===== config.mk =====
export PLATFORM = sky130hd
export DESIGN_NAME = load_store_unit
export DESIGN_NICKNAME = d
export VERILOG_FILES = /design/src/rtl/load_store_unit.sv
export SDC_FILE = /design/constraint.sdc
export NUM_CORES = 1
export LEC_CHECK = 0
export ABC_AREA = 1
export CAP_MARGIN = 5
export CORE_ASPECT_RATIO = 0.5
export CORE_MARGIN = 8
export CORE_UTILIZATION = 35
export CTS_CLUSTER_SIZE = 8
export DETAILED_ROUTE_END_ITERATION = 8
export GPL_ROUTABILITY_DRIVEN = 0
export PLACE_DENSITY_LB_ADDON = 0.12
export SYNTH_ARGS = -nofsm -noshare
export SYNTH_HDL_FRONTEND = slang
export SYNTH_SLANG_ARGS = --single-unit

===== constraint.sdc =====
create_clock -name clk -period 1.55 [get_ports clk]
set_clock_uncertainty 0.1 [all_clocks]
set_input_delay 0.31 -clock clk [delete_from_list [all_inputs] [get_ports clk]]
set_output_delay 0.31 -clock clk [all_outputs]
set_load 0.005 [all_outputs]

===== src/rtl/load_store_unit.sv =====
// Load/store unit: accepts one memory instruction at a time from the core, runs a
// single registered request/ack handshake with data memory, bounds the wait with a
// timeout counter, and reports completion with a one-cycle done pulse.
//
// state  | meaning
// -------+-----------------------------------------------------------------
// IDLE   | waiting for op_valid; legal ops launch a request, illegal ones error
// ACCESS | mem_req held with stable address/data until ack or timeout
// DONE   | done pulse; held op_valid is the completing instruction, ignored
module load_store_unit #(
   parameter int BITS    = 16,
   parameter int TIMEOUT = 15
) (
   input  logic            clk,
   input  logic            rst,
   input  logic            op_valid,
   input  logic            is_load,
   input  logic            is_store,
   input  logic [BITS-1:0] addr,
   input  logic [BITS-1:0] storeData,
   output logic            mem_req,
   output logic            mem_we,
   output logic [BITS-1:0] mem_addr,
   output logic [BITS-1:0] mem_wdata,
   input  logic            mem_ack,
   input  logic [BITS-1:0] mem_rdata,
   output logic [BITS-1:0] dataOut,
   output logic            stall,
   output logic            done,
   output logic            err,
   input  logic            err_clr
);

   typedef enum logic [1:0] {
      S_IDLE   = 2'd0,
      S_ACCESS = 2'd1,
      S_DONE   = 2'd2
   } state_t;

   localparam logic [7:0] TIMEOUT_C = 8'(TIMEOUT);

   state_t          state_q, state_d;
   logic            mem_req_q, mem_req_d;
   logic            mem_we_q, mem_we_d;
   logic [BITS-1:0] mem_addr_q, mem_addr_d;
   logic [BITS-1:0] mem_wdata_q, mem_wdata_d;
   logic [BITS-1:0] data_out_q, data_out_d;
   logic            done_q, done_d;
   logic            err_q, err_d;
   logic [7:0]      wait_q, wait_d;
   logic [7:0]      wait_inc;
   logic            err_set;

   // Next-state and next-output computation for the access FSM.
   always_comb begin
      state_d     = state_q;
      mem_req_d   = mem_req_q;
      mem_we_d    = mem_we_q;
      mem_addr_d  = mem_addr_q;
      mem_wdata_d = mem_wdata_q;
      data_out_d  = data_out_q;
      wait_d      = wait_q;
      done_d      = 1'b0;
      err_set     = 1'b0;
      wait_inc    = wait_q + 8'd1;

      case (state_q)
         S_IDLE: begin
            if (op_valid) begin
               if (is_load ^ is_store) begin
                  mem_addr_d  = addr;
                  mem_wdata_d = storeData;
                  mem_we_d    = is_store;
                  mem_req_d   = 1'b1;
                  wait_d      = 8'd0;
                  state_d     = S_ACCESS;
               end else begin
                  err_set = 1'b1;
                  done_d  = 1'b1;
                  state_d = S_DONE;
               end
            end
         end
         S_ACCESS: begin
            // Ack is checked first so an ack on the final allowed cycle completes normally.
            if (mem_ack) begin
               mem_req_d = 1'b0;
               if (!mem_we_q) begin
                  data_out_d = mem_rdata;
               end
               done_d  = 1'b1;
               state_d = S_DONE;
            end else if (wait_inc == TIMEOUT_C) begin
               wait_d    = wait_inc;
               mem_req_d = 1'b0;
               err_set   = 1'b1;
               done_d    = 1'b1;
               state_d   = S_DONE;
            end else begin
               wait_d = wait_inc;
            end
         end
         S_DONE: begin
            state_d = S_IDLE;
         end
         default: begin
            state_d   = S_IDLE;
            mem_req_d = 1'b0;
         end
      endcase

      if (err_set) begin
         err_d = 1'b1;
      end else if (err_clr) begin
         err_d = 1'b0;
      end else begin
         err_d = err_q;
      end
   end

   // State and registered outputs; rst overrides everything.
   always_ff @(posedge clk) begin
      if (rst) begin
         state_q     <= S_IDLE;
         mem_req_q   <= 1'b0;
         mem_we_q    <= 1'b0;
         mem_addr_q  <= '0;
         mem_wdata_q <= '0;
         data_out_q  <= '0;
         done_q      <= 1'b0;
         err_q       <= 1'b0;
         wait_q      <= 8'd0;
      end else begin
         state_q     <= state_d;
         mem_req_q   <= mem_req_d;
         mem_we_q    <= mem_we_d;
         mem_addr_q  <= mem_addr_d;
         mem_wdata_q <= mem_wdata_d;
         data_out_q  <= data_out_d;
         done_q      <= done_d;
         err_q       <= err_d;
         wait_q      <= wait_d;
      end
   end

   // Stall is combinational; while rst is held the unit behaves as if in IDLE.
   always_comb begin
      if (rst) begin
         stall = op_valid;
      end else begin
         stall = (state_q == S_ACCESS) || ((state_q == S_IDLE) && op_valid);
      end
   end

   assign mem_req   = mem_req_q;
   assign mem_we    = mem_we_q;
   assign mem_addr  = mem_addr_q;
   assign mem_wdata = mem_wdata_q;
   assign dataOut   = data_out_q;
   assign done      = done_q;
   assign err       = err_q;

endmodule


==> impl_metrics.ini <==
[logic_synthesis]
yosys.cell_types.count = 28
postSynthAreaPerCell_sq_um = 7.54
synthesis.area_sq_um = 2450
synth_enable_flop_cells = 0
synth_fp_nets = 382
ys_seq_elements = 62
yosysTopAreaCell = sky130_fd_sc_hd__dfxtp_1
synth_top_cells_by_area = sky130_fd_sc_hd__dfxtp_1 51%, sky130_fd_sc_hd__nor2_1 16%, sky130_fd_sc_hd__o21ai_0 8.4%, sky130_fd_sc_hd__nand2_1 4.3%, sky130_fd_sc_hd__a21oi_1 2.9%
async_flop_share_pct = 0
ys.warnings.count = 0
synthesis.instances = 325
seq_area_frac_synth_pct = 50.7
synth_top_cell_area_share_pct = 50.7
most_frequently_used_flop_master_after_synthesis = sky130_fd_sc_hd__dfxtp_1

[clocking]
clk_root_buffer_cell = sky130_fd_sc_hd__clkbuf_16
clock_tree.buffer_depth = 2
clk_transition_reported_paths_ns = 0.05
numCtsBuffers = 9
clock_sink_count = 62
clkLatencyLatePin_ns = 0.32
maximum_level_of_the_cts_h_tree = 3
hold_buffers = 0
tritoncts = yes

[floorplan]
die_height_um = 75.2
die_w_um = 134
num_io_pins = 108
core_area_sq_um = 6730
die_area_sq_um = 10100
row_count = 21
initial_core_util_pct = 36.4

[setup_path]
setup.worst_path.class = flop to flop
crit_required_ns = 1.66
worst-endpoint-arrival_ns = 1.64
path_max_fanout = 4
setup.worst_path.start_class = flop
end_kind = flop

[pwr]
max-vdd-ir-drop_mv = 0.523
pwr_density_cell_nw_per_um2 = 1090
p_leak_nw = 1.90
totalPowerFinal_mw = 4.45

[timing]
grt_setup_unrepaired = true
worstMarginPinSlew_ns = 0.260
slew-limit-headroom_pct = 82.6
timing.final.crit_share_pct = 98.5
final_period_minus_worst_setup_slack_ns = 1.53
max_clock_freq_mhz = 655
worst_slack_ns = 0.0235
final-max-slew-violation-count = 0
whs_ns = 0.321
finish_stage_setup_viols = 0
final_hold_viol_count = 0

[final_layout]
antenna_cells_inserted = 0
syn_to_final_growth_pct = 67.0
finalNetCount = 510
final_layout_size_suffix_gt1_share_pct = 17.5
finalNonFillerCells = 550

[drt]
drt_iter0_markers = 117
number_of_vias_per_cell = 4.57
vias = 2511
wire_per_inst_um = 13.7
drt_first_pass_iters = 4
postRouteAntennaNets = 0
aggregate_routed_wire_length_um = 7510
drt_drc_violations_left = 0

[place]
detailedPlace.worstSlack_ns = -0.494
port_buffers = 107
placedCellCount = 529
place.detailed.hpwl_um = 5480

[global_routing]
grt_overflow = 0
global_router_s_overall_resource_usage_pct = 14.8
grt_pass1_wl_um = 11700
number_of_antenna_violations_at_the_first_check_in_global_routing = 0
grt_start_max_net_pins = 30
number_of_global_route_vias_before_repair = 2490

[status]
run_status = finished, final reports clean

[min_path]
min-delay-path-class = input pin to flop

[job]
timing.max_cap.violations = 0
## worst max-delay path: stages (launching register included)
cell and delay (ns):
sky130_fd_sc_hd__dfxtp_2 0.33, sky130_fd_sc_hd__buf_4 0.14, sky130_fd_sc_hd__inv_2 0.08, sky130_fd_sc_hd__ha_1 0.15, sky130_fd_sc_hd__nand3_1 0.09, sky130_fd_sc_hd__nor2_2 0.16, sky130_fd_sc_hd__nand3_4 0.10, sky130_fd_sc_hd__nand2_2 0.09
sky130_fd_sc_hd__nand3_2 0.07, sky130_fd_sc_hd__nand2_2 0.06, sky130_fd_sc_hd__a21oi_2 0.04
## repair_timing
| action | in CTS | in global routing |
|---|---|---|
| endpoints found under the setup margin | 98 | 56 |
| gates resized for setup | 70 | 19 |
| pin swaps | 8 | 9 |
| cloned | 0 | 1 |
| setup buffers | 3 | 1 |
## metal layers
metal  global-route usage (%)  part of all wire [%]  up-vias
li1                         -                     -     1302
met1                     14.3                    41     1137
met2                     28.1                    53       64
met3                     6.06                   5.0        8
met4                     6.17                   1.1        0
met5                        0                     0        -
## worst paths after layout
path,cells past startpoint,end,from,slack (ns)
setup / recovery,10,mem_req,wait_q[0],0.02
hold / removal,3,done,op_valid,0.32
setup reg to reg,10,mem_req,wait_q[0],0.02
hold reg to reg,2,mem_req,mem_req,0.37
## sequential cells by signal, summed over array words and instances, names as in the netlist
| register | flops |
|---|---|
| dataOut | 16 |
| wait_q | 8 |
| mem_we | 1 |
| done | 1 |
| mem_addr | 16 |
| mem_req | 1 |
| mem_wdata | 16 |
| err | 1 |
| state_q | 2 |
## final cells by class
class / count / area, sq um
inverters: 19 / 78.8
clock inverters: 4 / 45.0
fillers: 675 / 2640
flip-flops and latches: 62 / 1250
repair buffers: 130 / 1210
well taps: 92 / 115
clock buffers: 12 / 256
multi-input cells: 231 / 1140
## cells in the final DEF (no fill, tap or decap), types with 3 or more instances in the layout
master,instances
sky130_fd_sc_hd__clkdlybuf4s50_1,51
sky130_fd_sc_hd__clkinv_2,3
sky130_fd_sc_hd__nor2_1,103
sky130_fd_sc_hd__a21oi_1,13
sky130_fd_sc_hd__inv_4,3
sky130_fd_sc_hd__buf_4,20
sky130_fd_sc_hd__nor2_2,5
sky130_fd_sc_hd__o21ai_1,14
sky130_fd_sc_hd__dlygate4sd2_1,53
sky130_fd_sc_hd__nand3_1,6
sky130_fd_sc_hd__inv_1,8
sky130_fd_sc_hd__dfxtp_1,57
sky130_fd_sc_hd__o21ai_0,38
sky130_fd_sc_hd__dfxtp_2,4
sky130_fd_sc_hd__nand3_2,3
sky130_fd_sc_hd__inv_2,8
sky130_fd_sc_hd__nand2_2,5
sky130_fd_sc_hd__nand2_1,27
sky130_fd_sc_hd__clkbuf_16,9
## where the power goes
part | internal [mW] | switching, mW | total, mW | leakage [nW]
Sequential | 1.71 | 0.0592 | 1.77 | 0.510
Combinational | 0.372 | 0.305 | 0.677 | 1.23
Clock | 1.32 | 0.684 | 2.01 | 0.152
## per-stage QoR
step                 TNS, ns  util (%)  area (sq um)
floorplan                  0         -          2450
global placement      -18.97      55.5          3730
detailed placement    -19.59      55.5          3730
CTS                 -0.00761      59.8          4020
global route          -0.222      60.8          4090
finish                     0      60.8          4090
## cells by family after synthesis
| group | after synthesis | share of synthesized area, % |
|---|---|---|
| AO/OA/AOI/OAI | 69 | 14.4 |
| XOR/XNOR | 1 | 0.358 |
| flip-flops | 62 | 50.7 |
| adder cells (fa/ha/maj) | 2 | 1.02 |
| buffers and inverters | 33 | 5.72 |
| AND/OR/NAND/NOR | 158 | 27.9 |
## Yosys cell counts, types with 2 or more instances
cell,count
sky130_fd_sc_hd__nand3_1,8
sky130_fd_sc_hd__nand2_2,5
sky130_fd_sc_hd__inv_1,12
sky130_fd_sc_hd__buf_2,4
sky130_fd_sc_hd__a21oi_1,14
sky130_fd_sc_hd__o21ai_0,41
sky130_fd_sc_hd__inv_2,7
sky130_fd_sc_hd__o21ai_1,12
sky130_fd_sc_hd__ha_1,2
sky130_fd_sc_hd__nor2_4,2
sky130_fd_sc_hd__nand2_1,28
sky130_fd_sc_hd__nor2_1,104
sky130_fd_sc_hd__dfxtp_1,62
sky130_fd_sc_hd__nor2_2,4
sky130_fd_sc_hd__clkbuf_1,7
No activity file was read; power rests on OpenSTA's default activity.
==> patch: new RTL, same flow settings <==
Reset style: asynchronous (`rst`), changed in one clocked block.
--- a/src/rtl/load_store_unit.sv
+++ b/src/rtl/load_store_unit.sv
@@ -120,5 +120,5 @@
 
    // State and registered outputs; rst overrides everything.
-   always_ff @(posedge clk) begin
+   always_ff @(posedge clk or posedge rst) begin
       if (rst) begin
          state_q     <= S_IDLE;
Check against the original RTL: differs if rst is asserted again (counterexample within 4 cycles, from zero or initial values and one cycle with rst high); with rst held inactive, the same outputs for 4 cycles.
==> patch against the original RTL <==
  * Sequential cell count unchanged
  * Area after synthesis is 12% higher
  * Worst setup slack got worse by 19 ps
  * Largest cell class unchanged
  * Routed wire length decreased by 8.9%
  * Critical path type unchanged
  * Cell area up 7.9%
  * Count of clock-buffer cells in the layout is 1 higher
Power is not compared: it rests on default switching activity, and its combinational part moved more than twofold at a synthesized area within 25%.
==> patch: results (changes against the original RTL) <==
Parameter                              Value

Yosys
  Leading post-synthesis cells by cell area ... sky130_fd_sc_hd__dfrtp_1, sky130_fd_sc_hd__mux2_4, sky130_fd_sc_hd__mux2_2
  Post-synthesis adder-cell area fraction ... 0.914% (-0.11 points)
  Post-synthesis mux area share ... 25.4% (+25 points)
  Count of different cell masters after synthesis ... 24 (-14%)
  Share of async-settable or async-resettable flops after synthesis ... 100% (+100 points)
  Post-Syn Instances ... 206 (-37%)
  Synth Area in XOR/XNOR ... 0.320% (-0.037 points)
  Leading area contributor after synthesis ... sky130_fd_sc_hd__dfrtp_1
  Sequential-to-total area share from yosys stat ... 56.7% (+6.0 points)
  Syn. warnings ... 0 (unchanged)
  Compound-Gate Fraction of Synth Area ... 3.57% (-11 points)
  Post-synth net total ... 263 (-31%)
  Top post-synthesis cells by count ... sky130_fd_sc_hd__dfrtp_1, sky130_fd_sc_hd__mux2_4, sky130_fd_sc_hd__nand2_1

Hold path
  HP Class ... in -> async

Worst setup path
  Max incr delay on CP ... 410 ps (+80 ps)
  Biggest fanout along the worst timing path ... 4 (unchanged)
  Master of the slowest instance on the critical path ... sky130_fd_sc_hd__dfrtp_1
  CP Data Arrival Time ... between 1500 and 2000 ps

Timing
  Measured slew at the worst slew-check pin ... 686 ps (+426 ps)

Pwr
  Power per Cell Area ... ~1600 mW/mm^2
  Net load switching power ... ~1.9 mW
  Maximum resistive drop on vdd ... 0.816 mV
  Logic pwr share ... 36.0%

Drt
  Iteration count of the initial detailed-routing pass ... 5 (+1)
  Number of DRC violations after detailed-routing iteration 0 ... 68 (-42%)
  Wire length per cell ... 15.1 um (+10%)
  WL met1 ... 2710 um (-11%)
  Routed met3 length ... 560 um (+50%)
  Routed via count ... 2024 (-19%)
  Sum of met2 wire segment lengths after detailed routing ... 3480 um (-13%)

GRT
  Met3 Resource Use GR ... 6.46% (+0.40 points)
  Global-route wire length before repair ... 11000 um (-6.2%)
  Grt met1 use ... 13.1% (-1.2 points)
  Vias in the first global route ... 2217 (-11%)
  Pin count of the biggest net entering global routing ... 55 (+83%)
  GRT met2 Usage ... 21.6% (-6.4 points)
  GRT Util Overall ... 12.5% (-2.2 points)

Placed design
  Placed Cells incl. Taps ... 433 (-18%)
  Setup slack after placement ... -461 ps (+33.0 ps)
  Standard cell area after detailed placement ... 0.00406 sq mm (+8.7%)
  Half-perimeter wire length after placement ... 5010 um (-8.5%)

Cells and area
  Finished Layout Cells ... 454 (-17%)
  Count of nets after finishing ... 398 (-22%)
  Share of final-layout standard cells stronger than drive strength 1 ... 34.1% (+17 points)

CTS
  H-tree levels ... 3 (unchanged)
  Root Buffer Master ... sky130_fd_sc_hd__clkbuf_16
  CTS buffer count ... 9 (unchanged)

Run status
  Result of the run ... completed
==> patch: worst paths after layout <==
check	from	endpoint	slack, ps	cells after the start
worst max-delay path	wait_q[1]	mem_req	5	10
worst min-delay path	rst	err	60	3
worst max register to register	wait_q[1]	mem_req	5	10
worst min register to register	mem_req	mem_req	360	2
max in group asynchronous	rst	wait_q[5]	590	3
min in group clk	is_store	mem_we	230	2
==> patch: final cells by class <==
type	instances	area, sq um
Multi-Input combinational cell	122	1150
Clock inverter	3	17.5
Clock buffer	13	270
Inverter	18	71.3
Tap cell	108	135
Fill cell	636	3050
Sequential cell	62	1560
Timing Repair Buffer	128	1210
==> patch: what timing repair did <==
item,CTS,global route
gates resized for setup,62,25
pin swaps,9,11
buffers inserted,3,2
endpoints found under the setup margin,78,27
cloned,0,0
==> patch: kinds of logic (layout without fill, tap and decap cells) <==
family,Yosys count,in the layout
compound gates,16,16
xor+xnor,1,1
fa+ha+maj,2,2
buf+inv,22,162
flops,62,62
mux,49,49
simple gates,54,54
